**src/rtl/uart_axil_regif.sv**
```systemverilog
// AXI4-Lite register front-end for the chipset UART: TX/RX byte FIFOs,
// sticky overrun flags, IRQ enables and a registered level interrupt.
// Ports: chipset_clk/chipset_rst_n; s_axi_* AXI4-Lite slave (AW/W/B/AR/R);
// tx_data/tx_valid/tx_ready to the serializer; rx_data/rx_valid from the
// deserializer; irq level interrupt to the cores.
module uart_axil_regif #(
  parameter int ADDR_W     = 13,
  parameter int FIFO_DEPTH = 16
) (
  input  logic              chipset_clk,
  input  logic              chipset_rst_n,
  input  logic [ADDR_W-1:0] s_axi_awaddr,
  input  logic              s_axi_awvalid,
  output logic              s_axi_awready,
  input  logic [31:0]       s_axi_wdata,
  input  logic              s_axi_wvalid,
  output logic              s_axi_wready,
  output logic [1:0]        s_axi_bresp,
  output logic              s_axi_bvalid,
  input  logic              s_axi_bready,
  input  logic [ADDR_W-1:0] s_axi_araddr,
  input  logic              s_axi_arvalid,
  output logic              s_axi_arready,
  output logic [31:0]       s_axi_rdata,
  output logic [1:0]        s_axi_rresp,
  output logic              s_axi_rvalid,
  input  logic              s_axi_rready,
  output logic [7:0]        tx_data,
  output logic              tx_valid,
  input  logic              tx_ready,
  input  logic [7:0]        rx_data,
  input  logic              rx_valid,
  output logic              irq
);

  localparam int PW = $clog2(FIFO_DEPTH);
  localparam logic [PW:0] PONE = 1;
  localparam logic [1:0] OKAY = 2'b00;
  localparam logic [1:0] SLVERR = 2'b10;

  logic          wr_hs, rd_hs, w_map, r_map;
  logic [1:0]    w_off, r_off;
  logic          wr_tx, wr_st, wr_ct;
  logic          tx_flush, rx_flush;
  logic [PW:0]   tx_wp, tx_rp, rx_wp, rx_rp;
  logic [7:0]    tx_mem [FIFO_DEPTH];
  logic [7:0]    rx_mem [FIFO_DEPTH];
  logic          tx_empty, tx_full, rx_empty, rx_full;
  logic          tx_pop, tx_push, rx_pop, rx_push;
  logic          tx_ovr_set, rx_ovr_set;
  logic          rxovr, txovr, rx_irq_en, tx_irq_en;
  logic [31:0]   rd_word;
  logic [1:0]    rd_resp;

  // AW and W must arrive together; a pending B response stalls both.
  assign wr_hs = s_axi_awvalid & s_axi_wvalid & ~s_axi_bvalid;
  assign s_axi_awready = wr_hs;
  assign s_axi_wready  = wr_hs;
  assign s_axi_arready = ~s_axi_rvalid;
  assign rd_hs = s_axi_arvalid & ~s_axi_rvalid;

  assign w_map = (s_axi_awaddr[ADDR_W-1:4] == '0);
  assign r_map = (s_axi_araddr[ADDR_W-1:4] == '0);
  assign w_off = s_axi_awaddr[3:2];
  assign r_off = s_axi_araddr[3:2];

  assign wr_tx = wr_hs & w_map & (w_off == 2'd1);
  assign wr_st = wr_hs & w_map & (w_off == 2'd2);
  assign wr_ct = wr_hs & w_map & (w_off == 2'd3);
  assign tx_flush = wr_ct & s_axi_wdata[2];
  assign rx_flush = wr_ct & s_axi_wdata[3];

  // Extra pointer MSB distinguishes full from empty.
  assign tx_empty = (tx_wp == tx_rp);
  assign tx_full  = (tx_wp[PW] != tx_rp[PW]) &&
                    (tx_wp[PW-1:0] == tx_rp[PW-1:0]);
  assign rx_empty = (rx_wp == rx_rp);
  assign rx_full  = (rx_wp[PW] != rx_rp[PW]) &&
                    (rx_wp[PW-1:0] == rx_rp[PW-1:0]);

  assign tx_valid = ~tx_empty;
  assign tx_data  = tx_mem[tx_rp[PW-1:0]];

  assign tx_pop  = tx_valid & tx_ready;
  assign tx_push = wr_tx & (~tx_full | tx_pop);
  assign tx_ovr_set = wr_tx & tx_full & ~tx_pop;

  assign rx_pop  = rd_hs & r_map & (r_off == 2'd0) & ~rx_empty;
  assign rx_push = rx_valid & (~rx_full | rx_pop);
  assign rx_ovr_set = rx_valid & rx_full & ~rx_pop;

  always_ff @(posedge chipset_clk) begin
    if (tx_push)
      tx_mem[tx_wp[PW-1:0]] <= s_axi_wdata[7:0];
    if (rx_push)
      rx_mem[rx_wp[PW-1:0]] <= rx_data;
  end

  // Flush collapses read pointer onto write pointer and drops
  // any same-cycle push or pop.
  always_ff @(posedge chipset_clk or negedge chipset_rst_n) begin
    if (!chipset_rst_n) begin
      tx_wp <= '0;
      tx_rp <= '0;
      rx_wp <= '0;
      rx_rp <= '0;
    end else begin
      if (tx_flush) begin
        tx_rp <= tx_wp;
      end else begin
        if (tx_push) tx_wp <= tx_wp + PONE;
        if (tx_pop)  tx_rp <= tx_rp + PONE;
      end
      if (rx_flush) begin
        rx_rp <= rx_wp;
      end else begin
        if (rx_push) rx_wp <= rx_wp + PONE;
        if (rx_pop)  rx_rp <= rx_rp + PONE;
      end
    end
  end

  // Sticky flags: a same-cycle set beats the W1C.
  always_ff @(posedge chipset_clk or negedge chipset_rst_n) begin
    if (!chipset_rst_n) begin
      rxovr     <= 1'b0;
      txovr     <= 1'b0;
      rx_irq_en <= 1'b0;
      tx_irq_en <= 1'b0;
    end else begin
      if (rx_ovr_set)
        rxovr <= 1'b1;
      else if (wr_st & s_axi_wdata[4])
        rxovr <= 1'b0;
      if (tx_ovr_set)
        txovr <= 1'b1;
      else if (wr_st & s_axi_wdata[5])
        txovr <= 1'b0;
      if (wr_ct) begin
        rx_irq_en <= s_axi_wdata[0];
        tx_irq_en <= s_axi_wdata[1];
      end
    end
  end

  always_comb begin
    rd_word = '0;
    rd_resp = OKAY;
    if (!r_map) begin
      rd_resp = SLVERR;
    end else begin
      unique case (r_off)
        2'd0: rd_word = {rx_empty, 23'b0, rx_mem[rx_rp[PW-1:0]]};
        2'd1: rd_word = '0;
        2'd2: rd_word = {26'b0, txovr, rxovr, tx_full,
                         tx_empty, rx_full, ~rx_empty};
        2'd3: rd_word = {30'b0, tx_irq_en, rx_irq_en};
        default: rd_word = '0;
      endcase
    end
    // An empty RX FIFO reads as just the empty flag.
    if (r_map && r_off == 2'd0 && rx_empty)
      rd_word = 32'h8000_0000;
  end

  always_ff @(posedge chipset_clk or negedge chipset_rst_n) begin
    if (!chipset_rst_n) begin
      s_axi_bvalid <= 1'b0;
      s_axi_bresp  <= OKAY;
      s_axi_rvalid <= 1'b0;
      s_axi_rdata  <= '0;
      s_axi_rresp  <= OKAY;
      irq          <= 1'b0;
    end else begin
      if (wr_hs) begin
        s_axi_bvalid <= 1'b1;
        s_axi_bresp  <= w_map ? OKAY : SLVERR;
      end else if (s_axi_bready) begin
        s_axi_bvalid <= 1'b0;
      end
      if (rd_hs) begin
        s_axi_rvalid <= 1'b1;
        s_axi_rdata  <= rd_word;
        s_axi_rresp  <= rd_resp;
      end else if (s_axi_rready) begin
        s_axi_rvalid <= 1'b0;
      end
      irq <= (rx_irq_en & ~rx_empty) |
             (tx_irq_en & tx_empty) | rxovr;
    end
  end

endmodule

```
**config.mk**
```make
export PLATFORM = sky130hd
export DESIGN_NAME = uart_axil_regif
export DESIGN_NICKNAME = d
export VERILOG_FILES = /design/src/rtl/uart_axil_regif.sv
export SDC_FILE = /design/constraint.sdc
export NUM_CORES = 1
export LEC_CHECK = 0
export ABC_AREA = 1
export CAP_MARGIN = 25
export CORE_UTILIZATION = 57
export CTS_CLUSTER_DIAMETER = 50
export DETAILED_ROUTE_END_ITERATION = 7
export GPL_TIMING_DRIVEN = 0
export HOLD_SLACK_MARGIN = 0.12
export PLACE_DENSITY = 0.8
export SETUP_SLACK_MARGIN = 0.3
export SLEW_MARGIN = 10
export SYNTH_ARGS = -nofsm -noshare
export SYNTH_HDL_FRONTEND = slang
export SYNTH_SLANG_ARGS = --single-unit
```
**constraint.sdc**
```tcl
create_clock -name chipset_clk -period 2.5 [get_ports chipset_clk]
set_input_delay 0.5 -clock chipset_clk [delete_from_list [all_inputs] [get_ports chipset_clk]]
set_output_delay 0.5 -clock chipset_clk [all_outputs]
set_load 0.005 [all_outputs]
```
==> impl_metrics.yaml, run 1 <==
routing:
  drt-pass1-iter-count: 8
  drc: 6
  via_per_inst: 6.17
  first_iter_violations: 1333
  ant_nets: 0
  vias: 10300
  routed_wl_mm: 37.4
  post_drt_wl_per_cell_um: 22.3
synthesis:
  seq_area_frac_synth_pct: 66.6
  synth_area_leader_cell: "edfxtp_1"
  async_reset_ff_share_pct: 12.9
  yosys_warnings: 0
  synth_area_leaders: "edfxtp_1 59%, dfrtp_1 7.3%, nand2_1 7.3%"
  synth.top_cell.area_share_pct: 59.3
  synthDistinctLibCells: 35
  synthCells: 1189
  syn_area_sq_um: 13000
  avgSynthCellArea_sq_um: 10.9
  ys_ff_latch: 294
  synth-edff-count: 256
  synth-main-ff-cell: "edfxtp_1"
sta:
  finalCritPeriodShare_pct: 114
  drv_slew: 0
  fin_skew_ns: 0.0190
  fin_ws_ns: -0.347
  tightestPinTransition_ns: 1.12
  final.min_clock_period_ns: 2.85
  finalSetupViolCount: 9
  rsz0062_at_grt: "true"
  fin_hold_ws_ns: 0.320
  fmax_mhz: 351
  relSlewSlack_pct: 25.2
  hold_viol_final: 0
clock_network:
  insertion_delay_ns: 0.57
  cts.clk_slew.worst_paths_ns: 0.07
  h-tree-depth: 1
  cts-buffers-inserted: 29
  cts_tree: "built"
  cts.sinks: 294
  cts_root_buf: "clkbuf_16"
  clockBufferDepth: 3
grt:
  grt_pass1_wl_mm: 53.0
  antenna_found_initial: 0
  grtUsageTotal_pct: 29.8
  overflow: 0
  grt_pass1_vias: 9817
  grt_max_degree: 32
status:
  violations: "design-rule violations, negative setup slack"
  status: "complete, but fails checks"
setup_path:
  path_buf_inv: 3
  critPathMaxStageDelay_ns: 0.47
  r2r_end: "tx_mem[15][3]$_DFFE_PP_"
  worstPathRequired_ns: 2.00
  cp-start-kind: "flop"
  crit_type: "reg -> out"
  r2r_cells: 12
  crit_slowest_cell: "dfrtp_2"
  cp-end-kind: "output port"
  arrival_ns: 2.35
  r2r_setup_slack_ns: 0.14
  path_cells: "buf_6 -> clkbuf_16 -> nor2_4 -> o22ai_1 -> o211ai_1 -> nand3_1 -> buf_2"
  r2r_start: "tx_rp[0]$_DFFE_PN0P_"
  crit_family: "buffers and inverters"
  worstPathMaxFanout: 10
placement:
  io_buffers: 71
  place_area_sq_um: 14200
  gp_congestion: 0.871
  dp.cells: 1567
  dp_slack_ns: -0.657
  dp_hpwl_mm: 20.3
worst_hold_path:
  hold_path.class: "in -> async"
die:
  boundaryPins: 126
  rows: 54
  initial_core_util_pct: 58.7
  fp.dieW_um: 153
  die_height_um: 153
  fp.dieArea_sq_um: 23300
  placeableCoreArea_sq_um: 22100
layout:
  synthToLayoutAreaGrowth_pct: 26.8
  drive_gt1_share_pct: 21.6
  n_antenna_cell: 0
  layout_commonest_cell: "edfxtp_1"
  layout.cells.non_filler: 1672
  layout.nets: 1455
  mostFrequentLayoutCells: "256 x edfxtp_1, 251 x nand2_1, 114 x nand3_1"
  fin_util_pct: 74.4
  fin_area_sq_um: 16400
power:
  p_leak_uw: 0.00635
  power_density_nw_per_um2: 890
  ir_drop_mv: 0.630
job:
  cap_violations: 0
[cells by family after synthesis]
group / share of synthesized area [%]
xor gates and xnor gates: 1.42
adders and majority gates: 0.965
DFF: 66.6
and+or+nand+nor: 19.2
buffers and inverters: 5.61
other: 0.0289
AOI/OAI and AO/OA: 6.18
[synthesized netlist by cell type (all sizes together), types with 7 or more instances]
library cell,instances
o211ai,7
edfxtp,256
nand4,12
o22ai,23
ha,10
nand3,136
inv,76
nor2,144
xor2,15
nand2,258
buf,54
dfrtp,38
nor3,16
o21ai,90
clkbuf,23
o221ai,13
[worst max path at each step]
stage | from | endpoint | slack [ns] | cells after the start
2_1_floorplan | s_axi_araddr[11] | rx_mem[10][0]$_DFFE_PP_ | 0.20 | 10
3_3_place_gp | s_axi_araddr[3] | rx_mem[14][2]$_DFFE_PP_ | -1.08 | 9
3_5_place_dp | s_axi_awaddr[5] | tx_mem[12][2]$_DFFE_PP_ | -0.66 | 8
4_1_cts | tx_rp[0]$_DFFE_PN0P_ | tx_data[0] | -0.19 | 8
5_1_grt | tx_rp[0]$_DFFE_PN0P_ | tx_data[3] | -0.32 | 7
6_report | tx_rp[0]$_DFFE_PN0P_ | tx_data[0] | -0.35 | 7
[area by class of cell]
class / count / area [sq um]
Tap cell: 280 / 350
Buffer: 77 / 604
Inverter: 79 / 308
Multi-Input combinational cell: 763 / 4310
Fill cell: 1274 / 5660
Clock buffer: 37 / 806
Clock inverter: 16 / 121
Sequential cell: 294 / 8640
Timing Repair Buffer: 126 / 1290
[stage by stage]
| step | power [uW] | setup TNS (ns) |
|---|---|---|
| floorplan | 7550 | 0 |
| global placement | 8700 | -186.34 |
| detailed placement | 8840 | -143.06 |
| CTS | 13700 | -1.11 |
| global route | 15000 | -2.11 |
| finish | 14600 | -2.07 |
[repair_timing]
| item | CTS | global route |
|---|---|---|
| gates cloned | 1 | 1 |
| pin swaps | 49 | 45 |
| gates resized for setup | 203 | 69 |
| hold buffers | 1 | 0 |
| setup buffers | 26 | 23 |
| endpoints found under the hold margin | 38 | 0 |
| setup endpoints to repair | 267 | 225 |
[where the power goes]
group / total, uW / internal [uW] / switching (uW)
logic: 4550 / 1790 / 2770
clock network: 4320 / 2390 / 1930
registers: 5750 / 5600 / 150
total: 14600 / 9780 / 4850
[state kept, by name (all words and copies together), names as in the netlist]
register      count
tx_wp             5
rx_irq_en         1
irq               1
s_axi_bresp       1
tx_rp             5
txovr             1
s_axi_rvalid      1
s_axi_bvalid      1
rx_mem          128
rxovr             1
rx_rp             5
s_axi_rresp       1
rx_wp             5
tx_mem          128
tx_irq_en         1
s_axi_rdata       9
[worst register-to-register path, cell delays in order, from the launching register on]
cell and delay [ns]:
dfrtp_2 0.47, buf_4 0.16, buf_6 0.12, xor2_2 0.18
nor2_2 0.17, nand3_2 0.14, buf_6 0.15, buf_6 0.12
nand2_8 0.07, nand2_8 0.09, nand3_4 0.21, nor2_4 0.07
buf_12 0.16
[per-layer routing]
layer,share of wire [%],up-vias,GRT usage (%)
li1,-,4439,-
met1,36,4863,38.9
met2,47,859,49.0
met3,12,163,4.84
met4,5.5,0,14.7
met5,0,-,0
(Power assumes the default switching activity.)
==> run 2: changes to the inputs <==
CORE_ASPECT_RATIO = 0.9   (was default)
==> run 2 against run 1 <==
Effect of this change:
- the run ends with negative setup slack left
- hold slack improved by 0.0019 ns
- largest cell class unchanged
- combinational power is essentially flat
- wire length rose by 6.4%
==> impl_metrics.yaml, run 2 (synthesis results as in run 1) <==
status:
  status: "complete, but fails checks"
  violations: "negative setup slack"
layout:
  layout_commonest_cell: "edfxtp_1"
  nFillCells: 1163
  seq_area_sq_um: 8640
  mostFrequentLayoutCells: "256 x edfxtp_1, 248 x nand2_1, 119 x nand3_1"
  fin_util_pct: 76.1
  layout.nets: 1460
  drive_gt1_share_pct: 22.8
  fin_area_sq_um: 16700
  n_antenna_cell: 0
  multi_input_area_sq_um: 4350
  synthToLayoutAreaGrowth_pct: 28.9
setup_path:
  crit_slowest_cell: "dfrtp_1"
  r2r_start: "tx_rp[0]$_DFFE_PN0P_"
  crit_type: "reg -> out"
  cp-start-kind: "flop"
  arrival_ns: 2.25
  cp-startpoint: "tx_rp[1]$_DFFE_PN0P_"
  path_buf_inv: 3
  path_cells: "buf_6 -> clkbuf_4 -> o21ai_0 -> o221ai_1 -> o211ai_1 -> nand3_1 -> buf_2"
  worstPathRequired_ns: 2.00
  cp-endpoint: "tx_data[4]"
  critPathMaxStageDelay_ns: 0.39
  worstPathMaxFanout: 10
  r2r_end: "tx_mem[9][3]$_DFFE_PP_"
  r2r_setup_slack_ns: 0.20
  crit_cells: 7
  cp-end-kind: "output port"
  crit_family: "compound AO/OA/AOI/OAI gates"
  r2r_cells: 10
grt:
  grt_max_degree: 23
  grt_pass1_wl_mm: 56.8
  grtUsageTotal_pct: 31.9
  antenna_found_initial: 0
  grt_pass1_vias: 10100
  overflow: 0
routing:
  vias: 10700
  post_drt_wl_per_cell_um: 23.5
  routed_wl_mm: 39.7
  ant_nets: 0
  via_per_inst: 6.34
  drt-pass1-iter-count: 6
  drc: 0
  first_iter_violations: 1796
sta:
  tightestPinTransition_ns: 1.03
  finalSetupViolCount: 8
  relSlewSlack_pct: 31.6
  hold_viol_final: 0
  fin_skew_ns: 0.0177
  final.min_clock_period_ns: 2.75
  finalCritPeriodShare_pct: 110
  fin_ws_ns: -0.247
  fmax_mhz: 364
  drv_slew: 0
  tns_ns: -1.51
  rsz0062_at_grt: "true"
power:
  switchingPower_uw: 4900
  power.total_uw: 15100
  seq_power_share_pct: 38.3
  combPwrFrac_pct: 30.3
  power_density_nw_per_um2: 902
  switching_share_pct: 32.5
  p_int_uw: 10200
  clkPwrFrac_pct: 31.4
  p_leak_uw: 0.00649
  ir_drop_mv: 0.769
job:
  cap_violations: 0
clock_network:
  cts_tree: "built"
  cts-buffers-inserted: 30
  clockBufferDepth: 3
  cts.clk_slew.worst_paths_ns: 0.06
  cts_root_buf: "clkbuf_16"
  insertion_delay_ns: 0.56
  cts.sinks: 294
  h-tree-depth: 1
die:
  fp.dieArea_sq_um: 23300
  die_height_um: 145
  boundaryPins: 126
  rows: 51
  fp.dieW_um: 161
  placeableCoreArea_sq_um: 22000
  initial_core_util_pct: 59.1
placement:
  dp_hpwl_mm: 21.2
  place_area_sq_um: 14200
  io_buffers: 71
  gp_congestion: 0.895
worst_hold_path:
  hold_path.class: "in -> reg"
[run 2: changes by cell type in the layout (fill, tap and decap cells not counted), moves of 5 or more]
cell and delta:
clkbuf_16 +5, nand3_1 +5, nand3_2 -5, nor2_1 -7, nor2_2 +6, o22ai_1 -6
o22ai_2 +6
[run 2: timing repair]
item | 4_1_cts | 5_1_grt
hold endpoints to repair | 19 | 0
pin swaps | 56 | 35
hold buffers | 1 | 0
setup buffers | 27 | 22
setup endpoints to repair | 261 | 268
gates cloned | 2 | 2
resized for setup | 234 | 47
[run 2: layer usage]
metal  up-vias  GRT usage (%)  routed length, um
met5         -              0                  0
met4         0           13.0               1900
met3       190           7.69               5770
met2      1078           48.8              18000
met1      4991           44.1              14000
li1       4447              -                  -
[run 2: per-stage QoR]
stage	std cells	hold slack (ns)	setup slack [ns]
finish	1689	0.322	-0.247
CTS	1665	0.330	-0.181
detailed placement	1580	0.465	-0.847
global route	1689	0.356	-0.246
floorplan	1213	0.204	0.196
global placement	1575	0.463	-1.03
[run 2: how the worst min path moves through the flow]
stage | slack, ns | endpoint | cells past startpoint | start
floorplan | 0.20 | irq$_DFF_PN0_ | 0 | chipset_rst_n
finish | 0.32 | s_axi_rresp[1]$_DFFE_PN0P_ | 3 | s_axi_arvalid
CTS | 0.33 | rxovr$_DFFE_PN0P_ | 3 | rx_valid
detailed placement | 0.46 | s_axi_rdata[2]$_DFFE_PN0P_ | 2 | s_axi_rdata[2]$_DFFE_PN0P_
global placement | 0.46 | s_axi_rdata[5]$_DFFE_PN0P_ | 2 | s_axi_rdata[5]$_DFFE_PN0P_
global route | 0.36 | rxovr$_DFFE_PN0P_ | 3 | rx_valid
[run 2: cell type report]
cell class              count  area share [%]
well taps                 291            2.18
clock buffers              36            4.82
inverters                  79            1.83
flip-flops and latches    294            51.7
clock inverters            19            1.34
plain buffers              77            3.93
repair buffers            130            8.16
multi-input cells         763            26.0
[run 2: power by group through the flow]
stage | clock network, uW | registers [uW] | logic, uW
2_1_floorplan | 0 | 5800 | 1760
3_3_place_gp | 0 | 5820 | 2850
3_5_place_dp | 0 | 5830 | 2980
4_1_cts | 4620 | 5730 | 3860
5_1_grt | 4900 | 5780 | 4720
6_report | 4730 | 5770 | 4560
[run 2: tightest hold or removal path: cells and delay by family]
family / cells / cell delay [ns]
buffers and inverters: 1 / 0.15
AND/OR/NAND/NOR: 1 / 0.09
AO/OA/AOI/OAI: 1 / 0.09
==> run 3: changes to the inputs <==
CAP_MARGIN = default   (was 25)
==> run 3 against run 2 <==
Effect of this change:
- the run still ends with negative setup slack left
- utilization shrank 0.56 points
- maximum frequency decreased by 2.9%
- register-to-register slack got worse by 0.07 ns
- die area unchanged
- sequential share of layout area rose by 0.40 points
- worst setup slack worse by 0.081 ns
- sequential power about the same
- critical endpoint is now tx_data[5]
- highest routed layer unchanged
==> impl_metrics.yaml, run 3 (synthesis results as in run 1) <==
status:
  status: "complete, but fails checks"
  violations: "negative setup slack"
routing:
  drc: 0
  post_drt_wl_per_cell_um: 24.4
  drt-pass1-iter-count: 6
  first_iter_violations: 2059
  vias: 10800
  via_per_inst: 6.44
  ant_nets: 0
  routed_wl_mm: 41.0
setup_path:
  r2r_cells: 10
  arrival_ns: 2.33
  worstPathRequired_ns: 2.00
  critPathMaxStageDelay_ns: 0.46
  cp-end-kind: "output port"
  cp-startpoint: "tx_rp[3]$_DFFE_PN0P_"
  worstPathMaxFanout: 10
  cp-start-kind: "flop"
  crit_type: "reg -> out"
  crit_slowest_cell: "dfrtp_1"
  r2r_setup_slack_ns: 0.13
  path_cells: "clkinv_1 -> nor2_4 -> nand2_1 -> nand3_1 -> clkdlybuf4s15_2"
  cp-endpoint: "tx_data[5]"
  r2r_end: "rx_mem[12][2]$_DFFE_PP_"
  r2r_start: "rx_wp[2]$_DFFE_PN0P_"
clock_network:
  insertion_delay_ns: 0.57
  cts_tree: "built"
  cts-buffers-inserted: 31
  cts.clk_slew.worst_paths_ns: 0.07
  h-tree-depth: 1
  cts.sinks: 294
  cts_root_buf: "clkbuf_16"
  clockBufferDepth: 3
die:
  initial_core_util_pct: 59.1
  boundaryPins: 126
  die_height_um: 145
  rows: 51
  placeableCoreArea_sq_um: 22000
  fp.dieArea_sq_um: 23300
  fp.dieW_um: 161
sta:
  tns_ns: -2.15
  tightestPinTransition_ns: 1.05
  drv_slew: 0
  fmax_mhz: 354
  rsz0062_at_grt: "true"
  finalCritPeriodShare_pct: 113
  relSlewSlack_pct: 29.8
  final.min_clock_period_ns: 2.83
  fin_skew_ns: 0.0171
  hold_viol_final: 0
  fin_ws_ns: -0.328
  finalSetupViolCount: 9
layout:
  nFillCells: 1206
  mostFrequentLayoutCells: "256 x edfxtp_1, 249 x nand2_1, 124 x nand3_1"
  layout_commonest_cell: "edfxtp_1"
  synthToLayoutAreaGrowth_pct: 27.9
  fin_util_pct: 75.5
  n_antenna_cell: 0
  drive_gt1_share_pct: 20.4
  seq_area_sq_um: 8640
  layout.nets: 1451
  multi_input_area_sq_um: 4220
  fin_area_sq_um: 16600
grt:
  antenna_found_initial: 0
  grt_pass1_vias: 10200
  grtUsageTotal_pct: 32.3
  overflow: 0
  grt_pass1_wl_mm: 57.3
  grt_max_degree: 23
power:
  switchingPower_uw: 4920
  seq_power_share_pct: 37.7
  clkPwrFrac_pct: 33.1
  power.total_uw: 15300
  p_leak_uw: 0.00640
  ir_drop_mv: 0.742
  switching_share_pct: 32.1
  p_int_uw: 10400
  power_density_nw_per_um2: 924
  combPwrFrac_pct: 29.2
placement:
  place_area_sq_um: 14200
  gp_congestion: 0.895
  io_buffers: 71
  dp_hpwl_mm: 21.1
  dp_slack_ns: -1.02
worst_hold_path:
  hold_depth: 3
  hold_path.class: "in -> reg"
job:
  cap_violations: 0
run 3: worst min path at each step:
| stage | end | startpoint |
|---|---|---|
| after floorplan | irq$_DFF_PN0_ | chipset_rst_n |
| after global placement | s_axi_rdata[5]$_DFFE_PN0P_ | s_axi_rdata[5]$_DFFE_PN0P_ |
| after detailed placement | s_axi_rdata[2]$_DFFE_PN0P_ | s_axi_rdata[2]$_DFFE_PN0P_ |
| after CTS | rxovr$_DFFE_PN0P_ | rx_valid |
| after global routing | rxovr$_DFFE_PN0P_ | rx_valid |
| final | rxovr$_DFFE_PN0P_ | rx_valid |
run 3: critical path, delay by kind of cell, from the launching register on:
family	cells	cell delay, ns
buffers and inverters	2	0.65
flip-flops	1	0.46
AND/OR/NAND/NOR	3	0.65
run 3: power by group through the flow:
stage	sequential (uW)	clock, uW	combinational, uW
finish	5780	5070	4470
global route	5780	5210	4650
CTS	5730	4940	3740
detailed placement	5830	0	2980
global placement	5820	0	2850
floorplan	5800	0	1760
run 3: final cells by class:
class / count / area share (%)
plain buffers: 77 / 3.95
clock buffers: 32 / 4.70
clock inverters: 23 / 1.92
inverters: 79 / 1.80
multi-input cells: 763 / 25.5
flip-flops and latches: 294 / 52.1
well taps: 291 / 2.20
repair buffers: 120 / 7.82
run 3: what timing repair did:
item,in CTS,in global routing
cloned,1,1
pin swaps,48,38
setup buffers,25,20
endpoints found under the setup margin,267,268
resized for setup,185,44
hold buffers,1,0
endpoints found under the hold margin,19,0
run 3: through the flow:
step           hold slack, ns  cells
2_1_floorplan           0.204   1213
3_3_place_gp            0.463   1575
3_5_place_dp            0.465   1576
4_1_cts                 0.313   1658
5_1_grt                 0.348   1679
6_report                0.329   1679
run 3: layer usage:
layer  share of wire (%)  wire (um)  up-vias  global-route usage [%]
met5                   0          0        -                       0
met4                 5.7       2330        0                    13.2
met3                  15       5960      259                    7.38
met2                  45      18600     1161                    50.4
met1                  34      14100     4968                    44.0
li1                    -          -     4427                       -
